--- src/rtl/turbo_frame_ctrl_pkg.sv ---
// Shared types and constants for the turbo-encoder frame sequencer.
// No logic of its own; imported by the interface, top and serializer.
// No flow control here.
package turbo_frame_ctrl_pkg;

    // Codeword width coming back from the encoder and the byte width on both streams.
    localparam int CW_W     = 24;
    localparam int BYTE_W   = 8;
    // Bytes per codeword on the transmit stream.
    localparam int TX_BYTES = CW_W / BYTE_W;

    // Controller sequencing states.
    typedef enum logic [2:0] {
        ST_IDLE = 3'd0,
        ST_CLR  = 3'd1,
        ST_WAIT = 3'd2,
        ST_SEND = 3'd3,
        ST_NEXT = 3'd4
    } state_t;

    // Interleaver select encodings driven to the encoder.
    typedef enum logic [1:0] {
        SEL_ILV0 = 2'd0,
        SEL_ILV1 = 2'd1,
        SEL_ILV2 = 2'd2,
        SEL_ILV3 = 2'd3
    } ilv_sel_t;

    // Counter width able to hold 0..n-1, never narrower than one bit.
    function automatic int cnt_width(input int n);
        return (n > 1) ? $clog2(n) : 1;
    endfunction

    // Most significant byte of a codeword: the next byte to put on the wire.
    function automatic logic [BYTE_W-1:0] cw_top_byte(input logic [CW_W-1:0] cw);
        return cw[CW_W-1 -: BYTE_W];
    endfunction

endpackage

--- src/rtl/turbo_frame_ctrl_if.sv ---
// Bundle of the input stream, encoder side-band and transmit stream.
// Pure wiring, no latency.
// Carries both valid/ready pairs; no buffering.
interface turbo_frame_ctrl_if;
    import turbo_frame_ctrl_pkg::*;

    // upstream byte stream and per-frame configuration
    logic [1:0]        cfg_sel;
    logic              in_valid;
    logic [BYTE_W-1:0] in_data;
    logic              in_ready;

    // encoder side
    logic              enc_rst;
    logic [1:0]        enc_sel;
    logic [BYTE_W-1:0] enc_data;
    logic [CW_W-1:0]   enc_out;

    // transmit stream toward the UART
    logic              tx_valid;
    logic [BYTE_W-1:0] tx_data;
    logic              tx_ready;

    // status
    logic              busy;
    logic              frame_done;

    // controller side
    modport slave (
        input  cfg_sel, in_valid, in_data, enc_out, tx_ready,
        output in_ready, enc_rst, enc_sel, enc_data, tx_valid, tx_data, busy, frame_done
    );

    // environment side (upstream source, encoder model, UART sink)
    modport master (
        output cfg_sel, in_valid, in_data, enc_out, tx_ready,
        input  in_ready, enc_rst, enc_sel, enc_data, tx_valid, tx_data, busy, frame_done
    );

endinterface

--- src/rtl/turbo_frame_ctrl_cw_serializer.sv ---
// Captures a 24-bit codeword and emits it MSB byte first as 3 transfers.
// tx_valid rises the cycle after load; one byte per accepted transfer.
// Holds tx_data/tx_valid stable while tx_ready is low; done pulses on the 3rd transfer.
module turbo_frame_ctrl_cw_serializer
    import turbo_frame_ctrl_pkg::*;
(
    input  logic              clk,
    input  logic              reset,
    input  logic              load,
    input  logic [CW_W-1:0]   codeword,
    input  logic              tx_ready,
    output logic              tx_valid,
    output logic [BYTE_W-1:0] tx_data,
    output logic              done
);

    localparam int IDX_W = cnt_width(TX_BYTES);

    logic [CW_W-1:0]  shreg;
    logic [IDX_W-1:0] idx;
    logic             fire;
    logic             last;

    assign fire    = tx_valid & tx_ready;
    assign last    = (idx == IDX_W'(TX_BYTES - 1));
    assign done    = fire & last;
    assign tx_data = cw_top_byte(shreg);

    // Load on request, otherwise shift one byte out per completed transfer.
    always_ff @(posedge clk or posedge reset) begin
        if (reset) begin
            shreg    <= '0;
            idx      <= '0;
            tx_valid <= 1'b0;
        end else if (load) begin
            shreg    <= codeword;
            idx      <= '0;
            tx_valid <= 1'b1;
        end else if (fire) begin
            shreg <= {shreg[CW_W-BYTE_W-1:0], {BYTE_W{1'b0}}};
            if (last) begin
                idx      <= '0;
                tx_valid <= 1'b0;
            end else begin
                idx <= idx + 1'b1;
            end
        end
    end

endmodule

--- src/rtl/turbo_frame_ctrl.sv ---
// Frame sequencer: accepts bytes, clears/drives the turbo encoder, serialises codewords.
// First byte of a frame: first tx byte 2+ENC_LATENCY cycles after accept; later bytes 1+ENC_LATENCY.
// in_ready only in IDLE/NEXT; transmit side stalls on tx_ready without losing data.
module turbo_frame_ctrl
    import turbo_frame_ctrl_pkg::*;
#(
    parameter int ENC_LATENCY = 4,  // >= 1
    parameter int FRAME_LEN   = 4   // >= 1
)(
    input  logic               clk,
    input  logic               reset,
    turbo_frame_ctrl_if.slave  bus
);

    localparam int WAIT_W = cnt_width(ENC_LATENCY);
    localparam int FRM_W  = cnt_width(FRAME_LEN);
    localparam logic [WAIT_W-1:0] WAIT_LOAD = WAIT_W'(ENC_LATENCY - 1);
    localparam logic [FRM_W-1:0]  FRM_LAST  = FRM_W'(FRAME_LEN - 1);

    state_t            state;
    state_t            state_nxt;
    logic [WAIT_W-1:0] wait_cnt;
    logic [FRM_W-1:0]  frame_cnt;
    ilv_sel_t          sel_q;
    logic [BYTE_W-1:0] data_q;
    logic              frame_done_q;

    logic              in_ready_c;
    logic              enc_rst_c;
    logic              busy_c;
    logic              accept;
    logic              last_byte;
    logic              wait_over;
    logic              ser_load;
    logic              ser_done;
    logic              ser_valid;
    logic [BYTE_W-1:0] ser_data;

    assign accept    = bus.in_valid & in_ready_c;
    assign last_byte = (frame_cnt == FRM_LAST);
    assign wait_over = (state == ST_WAIT) && (wait_cnt == '0);
    // The codeword is sampled exactly once per byte, at the end of the hold window.
    assign ser_load  = wait_over;

    // State register.
    always_ff @(posedge clk or posedge reset) begin
        if (reset) begin
            state <= ST_IDLE;
        end else begin
            state <= state_nxt;
        end
    end

    // Next-state selection.
    always_comb begin
        state_nxt = state;
        case (state)
            ST_IDLE: if (accept)    state_nxt = ST_CLR;
            ST_CLR:                 state_nxt = ST_WAIT;
            ST_WAIT: if (wait_over) state_nxt = ST_SEND;
            ST_SEND: if (ser_done)  state_nxt = last_byte ? ST_IDLE : ST_NEXT;
            ST_NEXT: if (accept)    state_nxt = ST_WAIT;
            default:                state_nxt = ST_IDLE;
        endcase
    end

    // State-decoded outputs; in_ready is masked by reset because IDLE is the reset state.
    always_comb begin
        in_ready_c = 1'b0;
        enc_rst_c  = 1'b0;
        busy_c     = 1'b0;
        case (state)
            ST_IDLE: in_ready_c = ~reset;
            ST_CLR: begin
                enc_rst_c = 1'b1;
                busy_c    = 1'b1;
            end
            ST_WAIT: busy_c = 1'b1;
            ST_SEND: busy_c = 1'b1;
            ST_NEXT: begin
                in_ready_c = ~reset;
                busy_c     = 1'b1;
            end
            default: begin
                in_ready_c = 1'b0;
                enc_rst_c  = 1'b0;
                busy_c     = 1'b0;
            end
        endcase
    end

    // Datapath: per-frame select, held encoder byte, hold-window and frame-position counters.
    always_ff @(posedge clk or posedge reset) begin
        if (reset) begin
            sel_q        <= SEL_ILV0;
            data_q       <= '0;
            wait_cnt     <= '0;
            frame_cnt    <= '0;
            frame_done_q <= 1'b0;
        end else begin
            // Registered so the pulse lands in the first IDLE cycle.
            frame_done_q <= (state == ST_SEND) && ser_done && last_byte;
            case (state)
                ST_IDLE: begin
                    if (accept) begin
                        sel_q     <= ilv_sel_t'(bus.cfg_sel);
                        data_q    <= bus.in_data;
                        frame_cnt <= '0;
                    end
                end
                ST_CLR: begin
                    wait_cnt <= WAIT_LOAD;
                end
                ST_WAIT: begin
                    if (wait_cnt != '0) begin
                        wait_cnt <= wait_cnt - 1'b1;
                    end
                end
                ST_SEND: begin
                    if (ser_done && !last_byte) begin
                        frame_cnt <= frame_cnt + 1'b1;
                    end
                end
                ST_NEXT: begin
                    // No encoder clear here: encoder state carries across bytes of a frame.
                    if (accept) begin
                        data_q   <= bus.in_data;
                        wait_cnt <= WAIT_LOAD;
                    end
                end
                default: begin
                    wait_cnt <= '0;
                end
            endcase
        end
    end

    turbo_frame_ctrl_cw_serializer u_ser (
        .clk      (clk),
        .reset    (reset),
        .load     (ser_load),
        .codeword (bus.enc_out),
        .tx_ready (bus.tx_ready),
        .tx_valid (ser_valid),
        .tx_data  (ser_data),
        .done     (ser_done)
    );

    assign bus.in_ready   = in_ready_c;
    assign bus.enc_rst    = enc_rst_c;
    assign bus.enc_sel    = sel_q;
    assign bus.enc_data   = data_q;
    assign bus.tx_valid   = ser_valid;
    assign bus.tx_data    = ser_data;
    assign bus.busy       = busy_c;
    assign bus.frame_done = frame_done_q;

endmodule

--- src/flat_wrapper.sv ---
// flat-port wrapper written by rule: the top's interface ports become plain ports
module turbo_frame_ctrl_flat import turbo_frame_ctrl_pkg::*;
#(
    parameter int ENC_LATENCY = 4,         
    parameter int FRAME_LEN   = 4          
)
  (clk, reset, bus_cfg_sel, bus_in_valid, bus_in_data, bus_enc_out, bus_tx_ready, bus_in_ready, bus_enc_rst, bus_enc_sel, bus_enc_data, bus_tx_valid, bus_tx_data, bus_busy, bus_frame_done);
  turbo_frame_ctrl_if bus_i ();
  input  logic clk;
  input  logic reset;
  input wire logic [$bits(bus_i.cfg_sel)-1:0] bus_cfg_sel;
  input wire logic [$bits(bus_i.in_valid)-1:0] bus_in_valid;
  input wire logic [$bits(bus_i.in_data)-1:0] bus_in_data;
  input wire logic [$bits(bus_i.enc_out)-1:0] bus_enc_out;
  input wire logic [$bits(bus_i.tx_ready)-1:0] bus_tx_ready;
  output wire logic [$bits(bus_i.in_ready)-1:0] bus_in_ready;
  output wire logic [$bits(bus_i.enc_rst)-1:0] bus_enc_rst;
  output wire logic [$bits(bus_i.enc_sel)-1:0] bus_enc_sel;
  output wire logic [$bits(bus_i.enc_data)-1:0] bus_enc_data;
  output wire logic [$bits(bus_i.tx_valid)-1:0] bus_tx_valid;
  output wire logic [$bits(bus_i.tx_data)-1:0] bus_tx_data;
  output wire logic [$bits(bus_i.busy)-1:0] bus_busy;
  output wire logic [$bits(bus_i.frame_done)-1:0] bus_frame_done;
  assign bus_i.cfg_sel = bus_cfg_sel;
  assign bus_i.in_valid = bus_in_valid;
  assign bus_i.in_data = bus_in_data;
  assign bus_i.enc_out = bus_enc_out;
  assign bus_i.tx_ready = bus_tx_ready;
  assign bus_in_ready = bus_i.in_ready;
  assign bus_enc_rst = bus_i.enc_rst;
  assign bus_enc_sel = bus_i.enc_sel;
  assign bus_enc_data = bus_i.enc_data;
  assign bus_tx_valid = bus_i.tx_valid;
  assign bus_tx_data = bus_i.tx_data;
  assign bus_busy = bus_i.busy;
  assign bus_frame_done = bus_i.frame_done;
  turbo_frame_ctrl #(.ENC_LATENCY(ENC_LATENCY), .FRAME_LEN(FRAME_LEN)) u_core (.clk(clk), .reset(reset), .bus(bus_i));
endmodule
--- config.mk ---
export PLATFORM = sky130hd
export DESIGN_NAME = turbo_frame_ctrl_flat
export DESIGN_NICKNAME = d
export VERILOG_FILES = /design/src/rtl/turbo_frame_ctrl_pkg.sv /design/src/rtl/turbo_frame_ctrl_if.sv /design/src/rtl/turbo_frame_ctrl_cw_serializer.sv /design/src/rtl/turbo_frame_ctrl.sv /design/src/flat_wrapper.sv
export SDC_FILE = /design/constraint.sdc
export NUM_CORES = 1
export LEC_CHECK = 0
export ABC_AREA = 0
export CORE_MARGIN = 10
export CORE_UTILIZATION = 50
export CTS_CLUSTER_SIZE = 12
export DETAILED_ROUTE_END_ITERATION = 16
export DONT_BUFFER_PORTS = 1
export GPL_TIMING_DRIVEN = 0
export PLACE_DENSITY = 0.76
export SKIP_CTS_REPAIR_TIMING = 1
export SYNTH_ARGS = -nofsm -noshare
export SYNTH_HDL_FRONTEND = slang
export SYNTH_SLANG_ARGS = --single-unit
--- constraint.sdc ---
create_clock -name clk -period 3.8 [get_ports clk]
set_input_delay 1.14 -clock clk [delete_from_list [all_inputs] [get_ports clk]]
set_output_delay 1.14 -clock clk [all_outputs]
set_load 0.005 [all_outputs]
==> metrics.txt <==
# TYPE chip_impl_metric gauge
chip_impl_metric{name="std_cell_rows",unit=""} 23
chip_impl_info{name="clock-root-buffer",value="sky130_fd_sc_hd__clkbuf_8"} 1
chip_impl_metric{name="max-vdd-ir-drop",unit="mV"} 0.1889
chip_impl_metric{name="ys_types",unit=""} 33
chip_impl_info{name="timing.critical_path.from",value="u_core.state[2]$_DFFE_PP0P_"} 1
chip_impl_metric{name="initial_core_util",unit="%"} 52.33
chip_impl_info{name="worst_min_path_class",value="flop to flop"} 1
chip_impl_metric{name="drc_markers",unit=""} 0
chip_impl_metric{name="max_cap_violations",unit=""} 0
chip_impl_metric{name="worst-endpoint-arrival",unit="ns"} 1.39
chip_impl_info{name="post-synth-top-count-cell",value="sky130_fd_sc_hd__nand2_1"} 1
chip_impl_metric{name="setup.reg_to_reg.worst_slack",unit="ns"} 1.99
chip_impl_metric{name="core_outline_area",unit="um^2"} 4029
chip_impl_metric{name="dr.pass1.iters",unit=""} 4
chip_impl_metric{name="globalRoute.totalOverflow",unit=""} 0
chip_impl_metric{name="global_route.usage.total",unit="%"} 13.13
chip_impl_metric{name="fin_worst_skew",unit="ns"} 0.006385
chip_impl_metric{name="clk-insertion-delay-late",unit="ns"} 0.30
chip_impl_metric{name="post_route_cells_drive_above_1_share",unit="%"} 14.16
chip_impl_metric{name="first_global_vias",unit=""} 1622
chip_impl_metric{name="grt_pass1_wl",unit="um"} 7831
chip_impl_info{name="synth.area.top_cells",value="sky130_fd_sc_hd__dfrtp_1 (53%), sky130_fd_sc_hd__nand2_1 (11%), sky130_fd_sc_hd__mux2i_1 (8.5%)"} 1
chip_impl_metric{name="io-pin-count",unit=""} 61
chip_impl_info{name="cp_class",value="flop to output pin"} 1
chip_impl_info{name="yosys-top-cells-count",value="sky130_fd_sc_hd__nand2_1 (61), sky130_fd_sc_hd__dfrtp_1 (45), sky130_fd_sc_hd__o21ai_0 (25)"} 1
chip_impl_metric{name="worst_pin_slew",unit="ns"} 0.8299
chip_impl_metric{name="nets",unit=""} 265
chip_impl_metric{name="area_growth_synth_to_finish",unit="%"} 8.486
chip_impl_metric{name="fmaxAchievable",unit="GHz"} 0.3958
chip_impl_metric{name="die-width",unit="um"} 84.94
chip_impl_metric{name="avgSynthCellArea",unit="um^2"} 9.716
chip_impl_info{name="worstHoldEndpoint",value="u_core.frame_cnt[0]$_DFFE_PP0P_"} 1
chip_impl_metric{name="fin_crit",unit="ns"} 2.527
chip_impl_metric{name="post_synthesis_compound_gate_area_fraction",unit="%"} 9.792
chip_impl_metric{name="timing.critical_path.required",unit="ns"} 2.66
chip_impl_info{name="r2r-end",value="u_core.u_ser.shreg[4]$_DFFE_PP0P_"} 1
chip_impl_metric{name="antenna_cells",unit=""} 0
chip_impl_metric{name="synth.top_cell.area_share",unit="%"} 53.41
chip_impl_metric{name="power_leakage",unit="nW"} 1.217
chip_impl_metric{name="tritoncts.num_buffers",unit=""} 5
chip_impl_metric{name="setup_tns",unit="ns"} 0
chip_impl_metric{name="setup_viol",unit=""} 0
chip_impl_metric{name="via_per_inst",unit=""} 5.486
chip_impl_metric{name="post_synthesis_cell_area",unit="um^2"} 2108
chip_impl_metric{name="final_max_slew_viol_count",unit=""} 0
chip_impl_metric{name="vias",unit=""} 1514
chip_impl_info{name="combinational_family_with_the_most_area_after_synthesis",value="simple AND/OR/NAND/NOR gates"} 1
chip_impl_metric{name="synth_mux_area_share",unit="%"} 9.614
chip_impl_info{name="worst_setup_path_end_kind",value="output pin"} 1
chip_impl_metric{name="syn-instance-count",unit=""} 217
chip_impl_metric{name="relative_slew_margins",unit="%"} 44.53
chip_impl_metric{name="synth_simple_gate_area_share",unit="%"} 19.76
chip_impl_metric{name="io_buffers",unit=""} 0
chip_impl_metric{name="placed_cells",unit=""} 268
chip_impl_info{name="worstReg2RegStart",value="u_core.wait_cnt[0]$_DFFE_PP0P_"} 1
chip_impl_metric{name="total_die_area",unit="um^2"} 7214
chip_impl_info{name="synth_top_area_cell",value="sky130_fd_sc_hd__dfrtp_1"} 1
chip_impl_metric{name="largest_net_degree_at_the_start_of_global_routing",unit=""} 33
chip_impl_metric{name="detail_placement_hpwl",unit="um"} 3511
chip_impl_metric{name="synth_enable_flop_cells",unit=""} 0
chip_impl_metric{name="finalCritPeriodShare",unit="%"} 66.49
chip_impl_metric{name="cts_h_tree_depth",unit=""} 2
chip_impl_metric{name="clock_sinks",unit=""} 45
chip_impl_metric{name="syn_nets",unit=""} 257
chip_impl_metric{name="hold_violations",unit=""} 0
chip_impl_metric{name="ys_warn_count",unit=""} 0
chip_impl_metric{name="fp.dieH",unit="um"} 84.94
chip_impl_metric{name="gp_routability_congestion",unit=""} 0.8624
chip_impl_metric{name="crit_path_max_fanout",unit=""} 10
chip_impl_metric{name="dr.first_iter.drc_count",unit=""} 116
chip_impl_metric{name="power_density",unit="nW/um^2"} 354.3
chip_impl_metric{name="final_cell_count_no_fill",unit=""} 276
chip_impl_info{name="ys_dominant_reg_cell",value="sky130_fd_sc_hd__dfrtp_1"} 1
chip_impl_metric{name="cts.clk_slew.worst_paths",unit="ns"} 0.08
chip_impl_metric{name="async_flop_share",unit="%"} 100.0
chip_impl_metric{name="synth-seq-cells",unit=""} 45
chip_impl_metric{name="detail-route-antenna-nets",unit=""} 0
chip_impl_metric{name="worst-r2r-cell-count",unit=""} 6
chip_impl_metric{name="post_route_wl",unit="um"} 4597
chip_impl_metric{name="routed_length_per_placed_instance",unit="um"} 16.66
chip_impl_info{name="run_status",value="finished, final reports clean"} 1
chip_impl_metric{name="synth-adder-area-share",unit="%"} 1.187
chip_impl_metric{name="yosys.area_share.xor_xnor",unit="%"} 0
chip_impl_metric{name="min_delay_path_depth",unit=""} 1
chip_impl_info{name="tritoncts_clock_tree",value="done"} 1
chip_impl_info{name="critPathLaunchType",value="flop"} 1
chip_impl_info{name="hold_start",value="u_core.frame_cnt[0]$_DFFE_PP0P_"} 1
chip_impl_metric{name="initial_antenna_violation_count",unit=""} 0
chip_impl_metric{name="buffers_from_clock_root_to_sink_at_most",unit=""} 2
chip_impl_metric{name="synth.yosys.seq_area_share",unit="%"} 53.41
chip_impl_info{name="setup_repair_after_global_routing_missed_its_margin",value="false"} 1
## registers in the layout, indices dropped and copies added (netlist names)
name,cells
u_core.u_ser.tx_valid,1
u_core.u_ser.idx,2
u_core.bus.enc_data,8
u_core.bus.frame_done,1
u_core.u_ser.shreg,24
u_core.state,3
u_core.bus.enc_sel,2
u_core.wait_cnt,2
u_core.frame_cnt,2
## cells in the final DEF (no fill, tap or decap), drive strengths merged, types with 2 or more instances in the layout
master,instances
a21o,2
a21oi,4
buf,15
clkbuf,12
clkinv,2
dfrtp,45
ha,2
inv,5
mux2,2
mux2i,18
nand2,62
nand2b,2
nand3,3
nand4b,2
nor2,6
nor3,3
nor3b,2
nor4bb,2
o21ai,26
## worst max-delay path, cell delays in order (launching register included)
cell and delay [ns]:
sky130_fd_sc_hd__dfrtp_1 0.39, sky130_fd_sc_hd__clkbuf_1 0.34, sky130_fd_sc_hd__nor2b_1 0.26, sky130_fd_sc_hd__nor2_1 0.10
## where the power goes
group	total [mW]	internal (mW)	switching [mW]
Combinational	0.0166	0.00530	0.0113
Clock	0.308	0.147	0.160
Sequential	0.486	0.482	0.00339
Total	0.810	0.635	0.175
## logic make-up after synthesis
family | after synthesis
simple gates | 88
compound gates | 37
mux | 20
buf+inv | 25
flops | 45
fa+ha+maj | 2
## final cells by class
type	count	area, um^2
buffer	20	112.6
tap	50	62.56
multi-input combinational	147	850.8
sequential	45	1126
timing repair buffer	1	20.02
fill	379	1742
clock buffer	6	82.58
inverter	5	18.77
clock inverter	2	13.76
## metrics by stage
| step | total power [mW] | util (%) | instance area, um^2 | setup WS [ns] | hold slack (ns) |
|---|---|---|---|---|---|
| final | 0.8103 | 56.77 | 2287 | 1.273 | 0.4950 |
| after CTS | 0.8210 | 56.77 | 2287 | 1.290 | 0.4899 |
| after global routing | 0.8476 | 56.77 | 2287 | 1.178 | 0.5089 |
| after detailed placement | 0.5132 | 54.38 | 2191 | 1.316 | 0.4743 |
| after floorplan | 0.5060 | - | 2108 | 1.360 | 0.4453 |
| after global placement | 0.5103 | 53.88 | 2171 | 1.094 | 0.4620 |
## metal layers
metal	share of wire [%]	vias up	track usage, %
li1	-	739	-
met1	42	717	14.62
met2	49	53	22.24
met3	8.5	5	6.119
met4	0.96	0	3.144
met5	0	-	0
## worst max-delay path by stage
| stage | endpoint | slack [ns] | cells past startpoint |
|---|---|---|---|
| after floorplan | bus_in_ready | 1.36 | 1 |
| after global routing | bus_busy | 1.18 | 3 |
| after detailed placement | bus_in_ready | 1.32 | 1 |
| final | bus_busy | 1.27 | 3 |
| after global placement | u_core.u_ser.shreg[21]$_DFFE_PP0P_ | 1.09 | 1 |
| after CTS | bus_busy | 1.29 | 3 |
Note: power is estimated with default switching activity, not from simulation.
